**config.mk**
```make
export PLATFORM = sky130hd
export DESIGN_NAME = usb_stream_bridge_flat
export DESIGN_NICKNAME = d
export VERILOG_FILES = /design/src/rtl/usb_stream_bridge_pkg.sv /design/src/rtl/usb_stream_bridge_if.sv /design/src/rtl/usb_stream_bridge_fifo.sv /design/src/rtl/usb_stream_bridge.sv /design/src/flat_wrapper.sv
export SDC_FILE = /design/constraint.sdc
export NUM_CORES = 1
export LEC_CHECK = 0
export BUFFER_PORTS_ARGS = -buffer_cell sky130_fd_sc_hd__buf_2
export CAP_MARGIN = 20
export CORE_MARGIN = 5
export CORE_UTILIZATION = 30
export DETAILED_ROUTE_END_ITERATION = 10
export PLACE_DENSITY_LB_ADDON = 0.1
export SETUP_SLACK_MARGIN = 0.05
export SYNTH_ARGS = -nofsm -noshare
export SYNTH_HDL_FRONTEND = slang
export SYNTH_SLANG_ARGS = --single-unit
```
**constraint.sdc**
```tcl
create_clock -name clk -period 3 [get_ports clk]
set_input_delay 0.3 -clock clk [delete_from_list [all_inputs] [get_ports clk]]
set_output_delay 0.3 -clock clk [all_outputs]
set_load 0.005 [all_outputs]
```
**src/rtl/usb_stream_bridge_pkg.sv**
```systemverilog
// Shared types and default parameters for the USB stream bridge.
// The launch FSM state type and the default widths/depths live here.
package usb_bridge_pkg;

    typedef enum logic [1:0] {
        IDLE,
        WAIT_BUSY,
        DRAIN
    } tx_state_t;

    localparam int DEF_DATA_W     = 8;
    localparam int DEF_RX_DEPTH   = 16;
    localparam int DEF_TX_DEPTH   = 16;
    localparam int DEF_TX_TIMEOUT = 255;

endpackage

```
**src/rtl/usb_stream_bridge_if.sv**
```systemverilog
// User-side valid/ready streams of the USB stream bridge.
// The bridge takes the slave modport; user logic takes the master modport.
interface usb_stream_bridge_if #(
    parameter int DATA_W = usb_bridge_pkg::DEF_DATA_W
);
    logic [DATA_W-1:0] rx_data;
    logic              rx_valid;
    logic              rx_ready;
    logic [DATA_W-1:0] tx_data;
    logic              tx_valid;
    logic              tx_ready;

    modport slave (
        output rx_data,
        output rx_valid,
        input  rx_ready,
        input  tx_data,
        input  tx_valid,
        output tx_ready
    );

    modport master (
        input  rx_data,
        input  rx_valid,
        output rx_ready,
        output tx_data,
        output tx_valid,
        input  tx_ready
    );
endinterface

```
**src/rtl/usb_stream_bridge_fifo.sv**
```systemverilog
// First-word fall-through synchronous FIFO with synchronous clear.
// A push while full is still accepted when a pop frees the head slot in the same cycle.
module usb_sync_fifo
    import usb_bridge_pkg::*;
#(
    parameter int DATA_W = DEF_DATA_W,
    parameter int DEPTH  = DEF_RX_DEPTH
) (
    input  logic                     clk,
    input  logic                     rst,
    input  logic                     clear,
    input  logic                     push,
    input  logic [DATA_W-1:0]        wr_data,
    input  logic                     pop,
    output logic [DATA_W-1:0]        rd_data,
    output logic                     full,
    output logic                     empty,
    output logic [$clog2(DEPTH):0]   level
);

    localparam int ADDR_W = $clog2(DEPTH);

    logic [DATA_W-1:0] mem [DEPTH];
    logic [ADDR_W:0]   wr_ptr;
    logic [ADDR_W:0]   rd_ptr;
    logic              do_push;
    logic              do_pop;

    // Pointers carry one extra wrap bit so full and empty can be told apart.
    assign empty   = (wr_ptr == rd_ptr);
    assign full    = (wr_ptr[ADDR_W] != rd_ptr[ADDR_W]) &&
                     (wr_ptr[ADDR_W-1:0] == rd_ptr[ADDR_W-1:0]);
    assign level   = wr_ptr - rd_ptr;
    assign do_pop  = pop & ~empty;
    assign do_push = push & (~full | do_pop);
    assign rd_data = empty ? '0 : mem[rd_ptr[ADDR_W-1:0]];

    always_ff @(posedge clk) begin
        if (rst || clear) begin
            wr_ptr <= '0;
            rd_ptr <= '0;
        end else begin
            if (do_push) wr_ptr <= wr_ptr + 1'b1;
            if (do_pop)  rd_ptr <= rd_ptr + 1'b1;
        end
    end

    always_ff @(posedge clk) begin
        if (do_push) mem[wr_ptr[ADDR_W-1:0]] <= wr_data;
    end

endmodule

```
**src/rtl/usb_stream_bridge.sv**
```systemverilog
// Buffered bridge between the USB controller byte interface and user valid/ready streams.
// RX and TX FIFOs decouple the two sides; a launch FSM paces TX words using core_tx_busy.
module usb_stream_bridge
    import usb_bridge_pkg::*;
#(
    parameter int DATA_W     = DEF_DATA_W,
    parameter int RX_DEPTH   = DEF_RX_DEPTH,
    parameter int TX_DEPTH   = DEF_TX_DEPTH,
    parameter int TX_TIMEOUT = DEF_TX_TIMEOUT
) (
    input  logic                        clk,
    input  logic                        rst,
    input  logic                        flush,
    input  logic [DATA_W-1:0]           core_rx_data,
    input  logic                        core_rx_valid,
    output logic [DATA_W-1:0]           core_tx_data,
    output logic                        core_tx_send,
    input  logic                        core_tx_busy,
    usb_stream_bridge_if.slave          user,
    output logic [$clog2(RX_DEPTH):0]   rx_level,
    output logic [$clog2(TX_DEPTH):0]   tx_level,
    output logic                        rx_overflow,
    output logic                        tx_timeout
);

    localparam int TIMER_W = $clog2(TX_TIMEOUT + 1);

    logic              rx_full;
    logic              rx_empty;
    logic              rx_pop;
    logic [DATA_W-1:0] rx_head;

    logic              tx_full;
    logic              tx_empty;
    logic              tx_push;
    logic [DATA_W-1:0] tx_head;

    tx_state_t         state_q;
    tx_state_t         state_d;
    logic [TIMER_W-1:0] timer_q;
    logic              launch;
    logic              expire;
    logic              timer_inc;

    assign rx_pop        = ~rx_empty & user.rx_ready;
    assign user.rx_valid = ~rx_empty;
    assign user.rx_data  = rx_head;
    assign user.tx_ready = ~tx_full;
    assign tx_push       = user.tx_valid & ~tx_full;

    usb_sync_fifo #(
        .DATA_W (DATA_W),
        .DEPTH  (RX_DEPTH)
    ) u_rx_fifo (
        .clk     (clk),
        .rst     (rst),
        .clear   (flush),
        .push    (core_rx_valid),
        .wr_data (core_rx_data),
        .pop     (rx_pop),
        .rd_data (rx_head),
        .full    (rx_full),
        .empty   (rx_empty),
        .level   (rx_level)
    );

    usb_sync_fifo #(
        .DATA_W (DATA_W),
        .DEPTH  (TX_DEPTH)
    ) u_tx_fifo (
        .clk     (clk),
        .rst     (rst),
        .clear   (flush),
        .push    (tx_push),
        .wr_data (user.tx_data),
        .pop     (launch),
        .rd_data (tx_head),
        .full    (tx_full),
        .empty   (tx_empty),
        .level   (tx_level)
    );

    always_ff @(posedge clk) begin
        if (rst || flush) state_q <= IDLE;
        else              state_q <= state_d;
    end

    always_comb begin
        state_d = state_q;
        case (state_q)
            IDLE:      if (launch) state_d = WAIT_BUSY;
            WAIT_BUSY: begin
                if (core_tx_busy) state_d = DRAIN;
                else if (expire)  state_d = IDLE;
            end
            DRAIN:     if (!core_tx_busy) state_d = IDLE;
            default:   state_d = IDLE;
        endcase
    end

    // The timer counts WAIT_BUSY cycles; it expires on the TX_TIMEOUT-th idle one.
    always_comb begin
        launch    = 1'b0;
        expire    = 1'b0;
        timer_inc = 1'b0;
        case (state_q)
            IDLE:      launch = ~tx_empty & ~core_tx_busy;
            WAIT_BUSY: begin
                timer_inc = ~core_tx_busy;
                expire    = ~core_tx_busy && (timer_q == TIMER_W'(TX_TIMEOUT - 1));
            end
            default: ;
        endcase
    end

    always_ff @(posedge clk) begin
        if (rst || flush) begin
            core_tx_data <= '0;
            core_tx_send <= 1'b0;
            timer_q      <= '0;
            tx_timeout   <= 1'b0;
            rx_overflow  <= 1'b0;
        end else begin
            core_tx_send <= launch;
            if (launch) begin
                core_tx_data <= tx_head;
                timer_q      <= '0;
            end else if (timer_inc) begin
                timer_q <= timer_q + 1'b1;
            end
            if (expire) tx_timeout <= 1'b1;
            if (core_rx_valid && rx_full && !rx_pop) rx_overflow <= 1'b1;
        end
    end

endmodule

```
**src/flat_wrapper.sv**
```systemverilog
// flat-port wrapper written by rule: the top's interface ports become plain ports
module usb_stream_bridge_flat import usb_bridge_pkg::*;
#(
    parameter int DATA_W     = DEF_DATA_W,
    parameter int RX_DEPTH   = DEF_RX_DEPTH,
    parameter int TX_DEPTH   = DEF_TX_DEPTH,
    parameter int TX_TIMEOUT = DEF_TX_TIMEOUT
)
  (clk, rst, flush, core_rx_data, core_rx_valid, core_tx_data, core_tx_send, core_tx_busy, rx_level, tx_level, rx_overflow, tx_timeout, user_rx_data, user_rx_valid, user_rx_ready, user_tx_data, user_tx_valid, user_tx_ready);
  usb_stream_bridge_if #(.DATA_W(DATA_W)) user_i ();
  input  logic clk;
  input  logic rst;
  input  logic flush;
  input  logic [DATA_W-1:0] core_rx_data;
  input  logic core_rx_valid;
  output logic [DATA_W-1:0] core_tx_data;
  output logic core_tx_send;
  input  logic core_tx_busy;
  output logic [$clog2(RX_DEPTH):0] rx_level;
  output logic [$clog2(TX_DEPTH):0] tx_level;
  output logic rx_overflow;
  output logic tx_timeout;
  output wire logic [$bits(user_i.rx_data)-1:0] user_rx_data;
  output wire logic [$bits(user_i.rx_valid)-1:0] user_rx_valid;
  input wire logic [$bits(user_i.rx_ready)-1:0] user_rx_ready;
  input wire logic [$bits(user_i.tx_data)-1:0] user_tx_data;
  input wire logic [$bits(user_i.tx_valid)-1:0] user_tx_valid;
  output wire logic [$bits(user_i.tx_ready)-1:0] user_tx_ready;
  assign user_rx_data = user_i.rx_data;
  assign user_rx_valid = user_i.rx_valid;
  assign user_i.rx_ready = user_rx_ready;
  assign user_i.tx_data = user_tx_data;
  assign user_i.tx_valid = user_tx_valid;
  assign user_tx_ready = user_i.tx_ready;
  usb_stream_bridge #(.DATA_W(DATA_W), .RX_DEPTH(RX_DEPTH), .TX_DEPTH(TX_DEPTH), .TX_TIMEOUT(TX_TIMEOUT)) u_core (.clk(clk), .rst(rst), .flush(flush), .core_rx_data(core_rx_data), .core_rx_valid(core_rx_valid), .core_tx_data(core_tx_data), .core_tx_send(core_tx_send), .core_tx_busy(core_tx_busy), .user(user_i), .rx_level(rx_level), .tx_level(tx_level), .rx_overflow(rx_overflow), .tx_timeout(tx_timeout));
endmodule
```
Yosys cells after proc, flatten, opt, wreduce, memory -nomap -nowiden --
Memory sizes are Yosys's and may differ from the RTL's. A register that Yosys moved wholly into a read port is not among the register bits. Cells that the tools add are included.
Word-level totals: memories kept 2, bits in registers 33, bits in writable memories 256, input port bits 23, logic and storage cells 69
Operators by class: bitwise gates (word level) 14, muxes and demuxes 15, add/subtract/negate cells 7, equal/unequal tests 12, reductions and logical operators 10
Memory list:
- u_core.u_rx_fifo.mem | depth 16, bits a word 8, rd ports 1, clocked after memory_dff 1, write ports 1, RTL line usb_stream_bridge_fifo.sv:23 | logic [DATA_W-1:0] mem [DEPTH];
- u_core.u_tx_fifo.mem | depth 16, bits a word 8, rd ports 1, clocked after memory_dff 1, write ports 1, RTL line usb_stream_bridge_fifo.sv:23
Operator list (number):
- $add 5x1->5 const B | 4
- $eq 5x5->1 | 2
- $sub 5x5->5 | 2
- $add 8x1->8 const B | 1
- $eq 4x4->1 | 2
- $eq 8x8->1 const B | 1
- $mux 2 | 4
- $mux 4 | 2
- $mux 8 | 1
- $and 1x1->1 | 7
- $mux 1 | 7
- $pmux 2 s3 | 1
- $logic_and 1x1->1 | 5
- $not 1->1 | 5
- $ne 2x2->1 const B | 2
- $ne 3x2->1 const B | 1
- $reduce_and 3->1 | 1
- $eq 2x1->1 const B | 1
- $eq 2x2->1 const B | 1
- $logic_not 2->1 | 1
- $ne 1x1->1 | 2
- $or 1x1->1 | 2
- $reduce_or 2->1 | 1
- $logic_not 1->1 | 1
- $logic_or 1x1->1 | 1

Longest topological paths before layout --
depth in word-level cells 9, mapped depth 9

By module --
From an unflattened synthesis, not the netlist that was laid out.
Second synthesis, totals: cell total of the unflattened synthesis 721, area, all modules 12552.0 µm²
Modules (own cells, without submodules):
- usb_sync_fifo | cells an instance 309, seq. area each 4124.0 µm², area each 5848.1 µm², instances 2
- usb_stream_bridge | cells an instance 103, seq. area each 420.4 µm², area each 855.8 µm², instances 1

Least setup slack after synthesis --
Ideal clock, no wire load.
path kind register to register, start point register u_core.u_tx_fifo.rd_ptr[3], end point memory u_core.u_tx_fifo.mem[2][0] (netlist name) (enable), setup time 0.383 ns, stages on the path, launching flop included 9, slack 0.349 ns, buffers on the path 2, arrival 2.268 ns, path through dfxtp_1 buf_2 buf_1 inv_1 ha_1 nand4_2 o21a_1 nand2_1 nor3_1
Between the ends: word-level cells in the longest chain between the ends 9, elaborated cells between the ends (all ways) 13, those cells by class eq/ne (2); mux (3); bitwise (7); reduce/logical (1)
RTL lines:
- start, declared | RTL line usb_stream_bridge_fifo.sv:25 | logic [ADDR_W:0] rd_ptr;
- start signal, assigned | RTL line usb_stream_bridge_fifo.sv:44 | if (do_pop) rd_ptr <= rd_ptr + 1'b1;
- $eq 5x5->1 | RTL line usb_stream_bridge_fifo.sv:30 | assign empty = (wr_ptr == rd_ptr);
- $not 1->1 | RTL line usb_stream_bridge_fifo.sv:34, usb_stream_bridge.sv:107
- $and 1x1->1 | RTL line usb_stream_bridge.sv:107 | IDLE: launch = ~tx_empty & ~core_tx_busy;
- $mux 1 | RTL line usb_stream_bridge.sv:106 | case (state_q)
- $and 1x1->1 | RTL line usb_stream_bridge_fifo.sv:34 | assign do_pop = pop & ~empty;
- $or 1x1->1 | RTL line usb_stream_bridge_fifo.sv:35 | assign do_push = push & (~full | do_pop);
- $and 1x1->1 * | RTL line usb_stream_bridge_fifo.sv:35
- $mux 1 * | RTL line usb_stream_bridge_fifo.sv:49 | if (do_push) mem[wr_ptr[ADDR_W-1:0]] <= wr_data;
- $mux 1 (implied by the code) * | RTL line usb_stream_bridge_fifo.sv:49
- end, declared | RTL line usb_stream_bridge_fifo.sv:23
Mark *: on every way between the ends. The rest lies on a longest branch, timed or not.

Worst setup path in the final report --
start point register u_core.u_rx_fifo.wr_ptr[0], end point output port user_rx_data[0]
Between the ends: word-level cells in the longest chain between the ends 2
RTL lines:
- start, declared | RTL line usb_stream_bridge_fifo.sv:24 | logic [ADDR_W:0] wr_ptr;
- start signal, assigned | RTL line usb_stream_bridge_fifo.sv:43 | if (do_push) wr_ptr <= wr_ptr + 1'b1;
- $eq 5x5->1 | RTL line usb_stream_bridge_fifo.sv:30
- $mux 8 | RTL line usb_stream_bridge_fifo.sv:36 | assign rd_data = empty ? '0 : mem[rd_ptr[ADDR_W-1:0]];
- end, declared | RTL line flat_wrapper.sv:23 | output wire logic [$bits(user_i.rx_data)-1:0] user_rx_data;
Every way passes these cells.

==> PnR_summary.wiki <==
{| class="wikitable"
! Metric !! Value
|-
| Min Clock Period, post-route || 2770 ps
|-
| Maximum clock insertion buffer count || 3
|-
| Fillers || 3808
|-
| Distinct cell type count after synthesis || 50
|-
| Post-synthesis average cell area || 18.1 um^2
|-
| Worst slack at placement || 421 ps
|-
| Root Buffer Master || sky130_fd_sc_hd__clkbuf_16
|-
| # rows || 73
|-
| Deepest level of the CTS H-tree || 2
|-
| Number of nets still failing antenna checks after routing || 0
|-
| # clock sinks || 301
|-
| Unrepaired setup endpoints after global routing || no
|-
| Number of antenna violations at the first check in global routing || 0
|-
| Dominant synthesized flop cell || sky130_fd_sc_hd__edfxtp_1
|-
| Skew-Pair Late Insertion Delay || 530 ps
|-
| Total global routing track utilization || 12.7%
|-
| Leak Pwr || 4.76 nW
|-
| Via count of the first global-routing pass || 6758
|-
| Cell types with the largest area share after synthesis || sky130_fd_sc_hd__edfxtp_1 (63%), sky130_fd_sc_hd__mux4_2 (11%), sky130_fd_sc_hd__dfxtp_1 (7.4%), sky130_fd_sc_hd__mux2i_1 (2.9%), sky130_fd_sc_hd__ha_1 (2.1%)
|-
| Cell taking the most area after synthesis || sky130_fd_sc_hd__edfxtp_1
|-
| Maxcap violations || 0
|-
| Crit path max fanout || 8
|-
| Least-Margin Pin Slew || 915 ps
|-
| Clock buffers created by TritonCTS || 36
|-
| Buffer count from post-CTS setup fixing || 0
|-
| Share of cells above drive strength 1 || 27.1%
|-
| Vias after detailed routing || 6253
|-
| First-pass GRT wire length || 42.3 mm
|-
| Number of port buffers || 53
|-
| TritonCTS clock tree || yes
|-
| Fraction of post-synthesis cell area in the top cell type by area || 63.5%
|-
| Sum Neg Setup Slack || 0 ps
|-
| Worst Skew || 11.3 ps
|-
| Final GP Congestion || 0.799
|-
| Die Height || 211 um
|-
| Status || finished clean
|-
| Synthesized instance count || 670
|-
| Synth warn || 0
|-
| Most common cell in the synthesized netlist || sky130_fd_sc_hd__edfxtp_1
|-
| FMAX || 0.361 GHz
|-
| Final Net Count || 814
|-
| Total routed wirelength || 27.8 mm
|-
| Total count of max-transition violations in the final report || 0
|-
| Ant diodes || 0
|-
| Core area || 39800 um^2
|-
| Maximum number of pins on one net before global-route repair || 36
|-
| Worst slew margin relative to its limit || 38.8%
|-
| Routed via count divided by cell count || 4.75
|-
| Synthesized netlist net count || 715
|-
| Initial standard-cell utilization of the core || 30.4%
|-
| Peak supply drop || 0.000566 V
|-
| Clock transition time at the flip-flop clock pins of the worst setup and hold paths || 60 ps
|-
| Number of top-level pins || 54
|-
| Count of final setup violators || 0
|-
| Data required time of the critical path || 2700 ps
|-
| Overflow left after global routing || 0
|-
| Area growth syn-to-layout || 18.2%
|-
| Minimum setup slack in the final design || 228 ps
|-
| Type of origin of the critical path || flip-flop
|-
| Power per unit of standard cell area || 630 nW/um^2
|-
| #FFs+latches synth || 301
|-
| Routed WL per cell || 21.1 um
|-
| Worst hold path class || input port to flip-flop
|-
| Full die area || 44500 um^2
|-
| Horiz. Die Dim || 211 um
|-
| Part of the Yosys area used for sequential elements || 70.9%
|-
| Critical Path AT || 2470 ps
|-
| Critical path capture point type || output port
|-
| Share of flip-flops with an asynchronous set or reset || 0%
|-
| Number of failing hold endpoints at the final stage || 0
|-
| Iter 0 DRT Violations || 444
|-
| Most used standard cells in the synthesized netlist || sky130_fd_sc_hd__edfxtp_1 (256), sky130_fd_sc_hd__mux4_2 (60), sky130_fd_sc_hd__nor2_1 (53)
|-
| Period utilization || 92.4%
|-
| Mapped cell area || 12100 um^2
|-
| Final HPWL from detailed placement || 18.0 mm
|-
| Total iterations of the first detailed-routing run || 4
|-
| Residual DRC || 0
|-
| Number of synthesized flops with an enable pin || 256
|-
| Critical setup path kind || flip-flop to output port
|}
-- per-stage QoR --
step / util (%) / instance area [um^2] / std cells / power (mW) / hold WS (ps)
4_1_cts: 35.9 / 14300 / 1316 / 9.17 / 43.6
6_report: 35.9 / 14300 / 1316 / 9.02 / 78.2
3_5_place_dp: 33.1 / 13200 / 1256 / 4.92 / 468
3_3_place_gp: 33.1 / 13200 / 1256 / 4.91 / 470
2_1_floorplan: - / 12100 / 670 / 4.78 / 399
5_1_grt: 35.9 / 14300 / 1316 / 9.36 / 75.2
-- cell usage in the layout, fill, tap and decap left out, types with 5 or more instances in the layout --
cell	netlist	layout
sky130_fd_sc_hd__nand2_1	20	19
sky130_fd_sc_hd__clkbuf_16	0	38
sky130_fd_sc_hd__inv_1	17	17
sky130_fd_sc_hd__mux2i_1	35	35
sky130_fd_sc_hd__o21ai_0	5	5
sky130_fd_sc_hd__a21oi_1	10	10
sky130_fd_sc_hd__edfxtp_1	256	256
sky130_fd_sc_hd__mux4_2	60	60
sky130_fd_sc_hd__a31o_1	7	7
sky130_fd_sc_hd__buf_4	1	35
sky130_fd_sc_hd__dfxtp_1	45	42
sky130_fd_sc_hd__ha_1	20	20
sky130_fd_sc_hd__xnor2_1	15	15
sky130_fd_sc_hd__buf_2	9	53
sky130_fd_sc_hd__o22ai_1	16	16
sky130_fd_sc_hd__xor2_1	12	12
sky130_fd_sc_hd__nor3_1	14	14
sky130_fd_sc_hd__clkbuf_1	8	8
sky130_fd_sc_hd__clkbuf_8	0	5
sky130_fd_sc_hd__nor2_1	53	53
-- per-layer routing --
metal	vias up	routed length, um	track usage (%)
li1	2863	-	-
met1	3247	12100	16.4
met2	103	13900	21.8
met3	40	1170	2.87
met4	0	556	3.26
met5	-	0	0
-- report_power, final --
part           switching (mW)  total [mW]  internal (mW)  leakage [nW]
clock network            1.67        4.20           2.52         0.558
registers              0.0108        4.57           4.56          2.68
logic                   0.165       0.252         0.0870          1.52
-- cells by family after synthesis --
| kind of cell | Yosys count | share of synthesized area [%] |
|---|---|---|
| AO/OA/AOI/OAI | 58 | 3.37 |
| XOR/XNOR | 28 | 2.09 |
| adder cells (fa/ha/maj) | 22 | 2.40 |
| buffers and inverters | 46 | 1.80 |
| flip-flops | 301 | 70.9 |
| multiplexers | 99 | 14.9 |
| AND/OR/NAND/NOR | 116 | 4.51 |
-- what timing repair did --
action / CTS / global route
endpoints found under the setup margin: 0 / 6
gates resized for setup: 0 / 3
hold buffers: 0 / 0
-- worst paths after layout --
kind,from,to,slack [ps],cells past startpoint
worst min-delay path,core_tx_busy,u_core.state_q[1],80,2
worst max-delay path,u_core.u_rx_fifo.wr_ptr[0],user_rx_data[0],230,7
worst max register to register,u_core.u_rx_fifo.wr_ptr[0],u_core.u_rx_fifo.mem[10][3],430,6
worst min register to register,u_core.tx_timeout,u_core.tx_timeout,470,2
-- critical path: stages, from the launching register on --
cell	delay [ps]
sky130_fd_sc_hd__dfxtp_1	420
sky130_fd_sc_hd__inv_1	110
sky130_fd_sc_hd__ha_1	330
sky130_fd_sc_hd__and4_1	230
sky130_fd_sc_hd__nand2_1	260
sky130_fd_sc_hd__nand2_2	180
sky130_fd_sc_hd__o22ai_1	250
sky130_fd_sc_hd__buf_2	160
-- sequential cells by signal (all words and copies together), names as in the netlist, named ones only --
signal	count
u_core.u_rx_fifo.wr_ptr	5
u_core.rx_overflow	1
u_core.u_rx_fifo.mem	128
u_core.u_rx_fifo.rd_ptr	5
u_core.timer_q	8
u_core.tx_timeout	1
u_core.u_tx_fifo.mem	128
u_core.state_q	2
u_core.u_tx_fifo.rd_ptr	5
u_core.u_tx_fifo.wr_ptr	5
u_core.core_tx_data	8
u_core.core_tx_send	1
-- final cells by class --
class / instances / area (um^2) / share of cell area [%]
Sequential cell: 301 / 8590 / 60.0
Tap cell: 525 / 657 / 4.59
Clock buffer: 51 / 1050 / 7.33
Multi-Input combinational cell: 323 / 3310 / 23.1
Clock inverter: 9 / 88.8 / 0.621
Inverter: 18 / 67.6 / 0.472
Timing Repair Buffer: 89 / 548 / 3.83
No activity file was read; power rests on OpenSTA's default activity.
